### config.mk
export PLATFORM = sky130hd
export DESIGN_NAME = dmem_arbiter
export DESIGN_NICKNAME = d
export VERILOG_FILES = /design/src/rtl/dmem_arbiter_pkg.sv /design/src/rtl/rr_arbiter2.sv /design/src/rtl/dmem_arbiter.sv
export SDC_FILE = /design/constraint.sdc
export NUM_CORES = 1
export LEC_CHECK = 0
export CORE_MARGIN = 10
export CORE_UTILIZATION = 30
export DETAILED_ROUTE_END_ITERATION = 16
export PLACE_DENSITY_LB_ADDON = 0.12
export SYNTH_ARGS = -nofsm -noshare
export SYNTH_HDL_FRONTEND = slang
export SYNTH_HIERARCHICAL = 1
export SYNTH_SLANG_ARGS = --single-unit
### constraint.sdc
create_clock -name clk -period 5.2 [get_ports clk]
set_input_delay 0.52 -clock clk [delete_from_list [all_inputs] [get_ports clk]]
set_output_delay 0.52 -clock clk [all_outputs]
set_load 0.05 [all_outputs]
### src/rtl/dmem_arbiter_pkg.sv
// Shared widths, write-type encodings and state type for the data-memory arbiter.
package dmem_arbiter_pkg;
  localparam int MEMORY_ADDR_W      = 32;
  localparam int MEMORY_DATA_W      = 32;
  localparam int MEMORY_WRITE_TYP_W = 2;
  localparam int DMEM_ARB_NREQ      = 2;

  localparam logic [MEMORY_WRITE_TYP_W-1:0] WTYP_BU   = 2'd0;
  localparam logic [MEMORY_WRITE_TYP_W-1:0] WTYP_HU   = 2'd1;
  localparam logic [MEMORY_WRITE_TYP_W-1:0] WTYP_WORD = 2'd2;

  typedef enum logic {ARB_IDLE, ARB_HOLD} arb_state_e;

  function automatic logic [1:0] onehot2(input logic idx);
    return idx ? 2'b10 : 2'b01;
  endfunction
endpackage

### src/rtl/rr_arbiter2.sv
// Two-way round-robin arbiter: on contention the port that did not win last time gets the grant.
module rr_arbiter2 (
  input  logic [1:0] valid,
  input  logic       last_grant,
  output logic [1:0] grant
);
  always_comb begin
    grant = 2'b00;
    if (&valid) grant = last_grant ? 2'b01 : 2'b10;
    else        grant = valid;
  end
endmodule

### src/rtl/dmem_arbiter.sv
// Arbitrates the single-port dmem between the core LSU (port 0) and debug/loader (port 1),
// with one registered response slot that can drain and refill in the same cycle.
module dmem_arbiter
  import dmem_arbiter_pkg::*;
#(
  parameter int ADDR_W = MEMORY_ADDR_W,
  parameter int DATA_W = MEMORY_DATA_W,
  parameter int TYP_W  = MEMORY_WRITE_TYP_W
) (
  input  logic                       clk,
  input  logic                       rst,
  input  logic [DMEM_ARB_NREQ-1:0]   req_valid,
  output logic [DMEM_ARB_NREQ-1:0]   req_ready,
  input  logic [DMEM_ARB_NREQ-1:0]   req_we,
  input  logic [2*ADDR_W-1:0]        req_addr,
  input  logic [2*DATA_W-1:0]        req_wdata,
  input  logic [2*TYP_W-1:0]         req_wtyp,
  output logic [DMEM_ARB_NREQ-1:0]   rsp_valid,
  input  logic [DMEM_ARB_NREQ-1:0]   rsp_ready,
  output logic [DATA_W-1:0]          rsp_rdata,
  output logic [ADDR_W-1:0]          mem_addr,
  output logic [DATA_W-1:0]          mem_wdata,
  output logic                       mem_wenable,
  output logic [TYP_W-1:0]           mem_wtyp,
  input  logic [DATA_W-1:0]          mem_rdata
);
  arb_state_e state;
  logic       rsp_port;
  logic       last_grant;
  logic [1:0] grant;
  logic [1:0] accept;
  logic       can_issue;
  logic       any_acc;
  logic       sel;

  rr_arbiter2 u_rr (
    .valid      (req_valid),
    .last_grant (last_grant),
    .grant      (grant)
  );

  // The slot may be refilled in the same cycle its owner consumes it.
  assign can_issue = (state == ARB_IDLE) | rsp_ready[rsp_port];
  assign req_ready = can_issue ? grant : 2'b00;
  assign accept    = req_valid & req_ready;
  assign any_acc   = |accept;
  assign sel       = any_acc & accept[1];

  // With no accept the mux rests on port 0 so the address stays stable.
  assign mem_addr    = sel ? req_addr[ADDR_W +: ADDR_W]   : req_addr[0 +: ADDR_W];
  assign mem_wdata   = sel ? req_wdata[DATA_W +: DATA_W]  : req_wdata[0 +: DATA_W];
  assign mem_wtyp    = sel ? req_wtyp[TYP_W +: TYP_W]     : req_wtyp[0 +: TYP_W];
  assign mem_wenable = any_acc & req_we[sel] & ~rst;

  // last_grant resets to 1 so port 0 wins the first contended cycle.
  always_ff @(posedge clk or posedge rst) begin
    if (rst) begin
      state      <= ARB_IDLE;
      rsp_valid  <= '0;
      rsp_rdata  <= '0;
      rsp_port   <= 1'b0;
      last_grant <= 1'b1;
    end else if (any_acc) begin
      state      <= ARB_HOLD;
      rsp_valid  <= onehot2(sel);
      rsp_rdata  <= req_we[sel] ? '0 : mem_rdata;
      rsp_port   <= sel;
      last_grant <= sel;
    end else if (state == ARB_HOLD && rsp_ready[rsp_port]) begin
      state     <= ARB_IDLE;
      rsp_valid <= '0;
    end
  end
endmodule

# Yosys cells after proc, flatten, opt, wreduce, memory -nomap -nowiden
# Index checks and enable logic that the tools add are counted.
# W data, S select, Z words.
# classes
n_reduce_logical	4
order_cmp	2
n_bitwise	7
n_mux	16
# ops
operator	count
$mux W32	3
$mux W2	7
$mux W1	6
$lt A1 B2 Y1 const B	2
$and A1 B1 Y1	3
$and A2 B2 Y2	1
$not A1 Y1	2
$reduce_and A2 Y1	1
$reduce_bool A2 Y1	1
$reduce_or A2 Y1	1
$logic_and A1 B1 Y1	1
$or A1 B1 Y1	1
# word_totals
out_inout_bits	103
regBits	37

# Logic depth before layout (Yosys ltp)
# logic_depth
depth_word	11
ltp_mapped	6

# Cells and area by module
# The synthesis kept the hierarchy.
# modules_own_cells
module	area_per_inst_um2	n_inst	cells_each
dmem_arbiter	2357.3	1	179
rr_arbiter2	18.8	1	3

# Least setup slack after synthesis
# OpenSTA, ideal clock, no wires.
# synth_path
kind	input to output
from	in req_valid[1]
to	out mem_wenable
path_stages	4
path_buffers	0
arrival_time_ps	2332
t_required_ps	4680
setup_slack_ps	2348
cell_sequence	a21boi_0 -> and2_1 -> nand2_1 -> a221oi_1
# synth_via
elab_chain_cells	10
# synth_lines
element	line_no	rtl
start: declaration	dmem_arbiter.sv:12	input logic [DMEM_ARB_NREQ-1:0] req_valid,
$reduce_and A2 Y1	rr_arbiter2.sv:9	if (&valid) grant = last_grant ? 2'b01 : 2'b10;
$mux W2	rr_arbiter2.sv:9	
$mux W2	dmem_arbiter.sv:44	assign req_ready = can_issue ? grant : 2'b00;
$and A2 B2 Y2 (*)	dmem_arbiter.sv:45	assign accept = req_valid & req_ready;
$reduce_or A2 Y1	dmem_arbiter.sv:46	assign any_acc = |accept;
$and A1 B1 Y1	dmem_arbiter.sv:47	assign sel = any_acc & accept[1];
$mux W1 (not written as such) (2 in a row)	dmem_arbiter.sv:53	assign mem_wenable = any_acc & req_we[sel] & ~rst;
$and A1 B1 Y1 (*) (2 in a row)	dmem_arbiter.sv:53	
end: declaration	dmem_arbiter.sv:23	output logic mem_wenable,
# Mark *: on every way between the ends. The rest lies on a longest branch, timed or not. The select of a mux whose other input is x is not followed.

# Final worst setup path
# layout_path
from	in req_valid[1]
to	out mem_addr[16]
# layout_via
elab_chain_cells	7
# layout_lines
element	line_no	rtl
$reduce_and A2 Y1	rr_arbiter2.sv:9	
$mux W2 (*)	rr_arbiter2.sv:9	
via grant[1]	dmem_arbiter.sv:30	logic [1:0] grant;
$mux W2 (*)	dmem_arbiter.sv:44	
$and A2 B2 Y2 (*)	dmem_arbiter.sv:45	
$reduce_or A2 Y1	dmem_arbiter.sv:46	
$and A1 B1 Y1 (*)	dmem_arbiter.sv:47	
$mux W32 (*)	dmem_arbiter.sv:50	assign mem_addr = sel ? req_addr[ADDR_W +: ADDR_W] : req_addr[0 +: ADDR_W];
end: declaration	dmem_arbiter.sv:21	output logic [ADDR_W-1:0] mem_addr,
# Mark *: on every way through the listed nets, which the timed path passes. The rest lies on a longest branch.

==> flow_summary.toml <==
[critical_path]
cp-start-kind = "input pin"
critPathRequiredTime_ns = 4.68
crit_path_end_kind = "output port"
critPathMaxFanout = 53
crit_type = "in2out"
arrival_ns = 3.58

[cts]
ctsHoldBuffers = 0
cts_resized = 0
clock_path_buffers = 2
cts_root_buffer = "clkbuf_8"
h-tree-depth = 2
clk_latency_ns = 0.28
cts_made_buffers = 5
cts.sinks = 37
cts_tree = "built"
clk_pin_slew_ns = 0.07
post-cts-setup-buffers = 0

[pwr]
pwr-share-comb = 0.683
ir_drop_v = 0.000156
leakagePower_nw = 2.05
pwr-share-clk = 0.091
seqPwrFrac = 0.227
cellPowerDensity_nw_per_um2 = 392
p_switching_mw = 1.02
finalPower_mw = 2.06
p_sw_frac = 0.493
intPower_mw = 1.04

[route]
drc = 0
routedWlPerCell_um = 23.5
wl_um = 13100
dr.pass1.iters = 5
vias = 2754
drtAntennaViolNets = 0
drt_iter0_markers = 105
avgViaCountPerCell = 4.96

[sta]
max_clock_freq_ghz = 0.244
tns_ns = 0
fin_crit_ns = 4.10
slew_violations = 0
setup_viol = 0
skew_ns = 0.00282
grt_setup_unrepaired = "no"
slew_headroom = 0.156
setup_ws_ns = 1.10
worst_slew_pin_slew_ns = 1.27
finalHoldViolCount = 0
holdWs_ns = 0.489
fin_crit_sh = 0.788

[final_layout]
final_nets = 622
final_cell_mix = "clkdlybuf4s50_1, mux2_2, dfrtp_1, a32o_1, mux2_4"
area_growth_pct = 121
final.fill_count = 575
drive_gt1_frac = 0.173
layout_commonest_cell = "clkdlybuf4s50_1"
final_core_util = 0.680

[global_routing]
grt_pass1_wl_um = 18000
track_usage = 0.202
grt_max_degree = 54
grt.overflow.total = 0
grt_pass1_vias = 2988
antenna_found_initial = 1

[yosys]
syn_area_sq_um = 2380
synth.yosys.seq_area_share = 0.390
ys_seq_elements = 37
syn-num-nets = 354
synth_top_cell_area_share = 0.379
yosys_warnings = 6
syn_avg_cell_area_sq_um = 13.1
syn_inst = 182
yosys.area.top_type = "dfrtp_1"
yosys-top-cells-area = "dfrtp_1, mux2_2, a32o_1, mux2_4, buf_2"
ys_types = 27

[die]
ios = 275
core_sq_um = 7730
start_util = 0.307
die_y_um = 109
die_w_um = 109
die_area_sq_um = 11900
rows = 32

[placement]
place.gp.congestion = 0.823
dp_hpwl_um = 11100
dpl_worst_slack_ns = 1.12
port_buffers = 274

[run]
max-cap-violations = 0

[min_path]
holdCritPathClass = "reg2reg"

[run_status]
status = "finished, final reports clean"
[state kept, by name, summed over array words and instances, names as in the netlist]
name        cells
rsp_valid       2
state           1
rsp_rdata      32
last_grant      1
rsp_port        1
[per-stage QoR]
step                cell area, sq um  instances
finish                          5260        555
global route                    5250        554
CTS                             5250        553
detailed placement              5170        545
global placement                5170        545
floorplan                       2380        182
[power by group through the flow]
stage          combinational [mW]  clock [mW]  sequential, mW
6_report                     1.41       0.187           0.467
5_1_grt                      1.47       0.208           0.480
4_1_cts                      1.42       0.195           0.467
3_5_place_dp                 1.41           0           0.473
3_3_place_gp                 1.41           0           0.467
2_1_floorplan               0.565           0           0.804
[per-layer routing]
layer	track usage	vias up	share of wire
li1	-	1255	-
met1	0.196	1337	0.33
met2	0.360	146	0.53
met3	0.107	16	0.12
met4	0.0669	0	0.024
met5	0	-	0
[cell usage after synthesis]
| library cell | count |
|---|---|
| a32o_1 | 33 |
| dfstp_2 | 1 |
| buf_6 | 2 |
| a221oi_1 | 1 |
| a21oi_4 | 1 |
| nand2_1 | 4 |
| nand3b_1 | 1 |
| clkbuf_1 | 1 |
| buf_4 | 4 |
| and2_1 | 3 |
| mux2i_4 | 1 |
| a21oi_1 | 3 |
| a21boi_0 | 1 |
| a21boi_1 | 1 |
| nand3_1 | 2 |
| mux2_2 | 49 |
| inv_1 | 4 |
| buf_2 | 9 |
| o21bai_1 | 2 |
| dfrtp_1 | 36 |
| a22o_1 | 1 |
| mux2_1 | 4 |
| mux2_4 | 14 |
| o31ai_2 | 1 |
| o221ai_1 | 1 |
| buf_8 | 1 |
| nand4_1 | 1 |
[final timing paths]
kind,startpoint,end,slack [ns],cells past startpoint
max reg2reg,last_grant$_DFFE_PP1P_,rsp_rdata[19]$_DFFE_PP0P_,2.71,5
max in group asynchronous,rst,last_grant$_DFFE_PP1P_,4.17,3
min in group asynchronous,rst,rsp_valid[0]$_DFFE_PP0P_,0.68,3
min reg2reg,rsp_rdata[7]$_DFFE_PP0P_,rsp_rdata[7]$_DFFE_PP0P_,0.49,1
min,rsp_rdata[7]$_DFFE_PP0P_,rsp_rdata[7]$_DFFE_PP0P_,0.49,1
max,req_valid[1],mem_addr[16],1.10,7
[critical path: stages]
cell and delay [ns]:
clkdlybuf4s50_1 0.54, a21boi_0 0.36, nand2_1 0.26, a21oi_4 0.18, buf_4 0.55, mux2_2 0.40
clkdlybuf4s50_1 0.73
[kinds of logic (layout without fill, tap and decap cells)]
| logic type | count (synthesis) | in the layout | share of synthesized area |
|---|---|---|---|
| AND/OR/NAND/NOR | 11 | 11 | 0.0242 |
| buffers and inverters | 21 | 290 | 0.0553 |
| AO/OA/AOI/OAI | 45 | 45 | 0.181 |
| other | 0 | 2 | 0 |
| flip-flops | 37 | 37 | 0.390 |
| multiplexers | 68 | 68 | 0.349 |
[area by class of cell]
class / count / area [sq um] / share of cell area
clock inverters: 2 / 10.0 / 0.00190
repair buffers: 278 / 2770 / 0.527
clock buffers: 6 / 72.6 / 0.0138
diodes: 2 / 5.00 / 0.000952
multi-input cells: 124 / 1330 / 0.252
inverters: 4 / 15.0 / 0.00286
flip-flops and latches: 37 / 927 / 0.176
well taps: 102 / 128 / 0.0243
No activity file was read; power rests on OpenSTA's default activity.
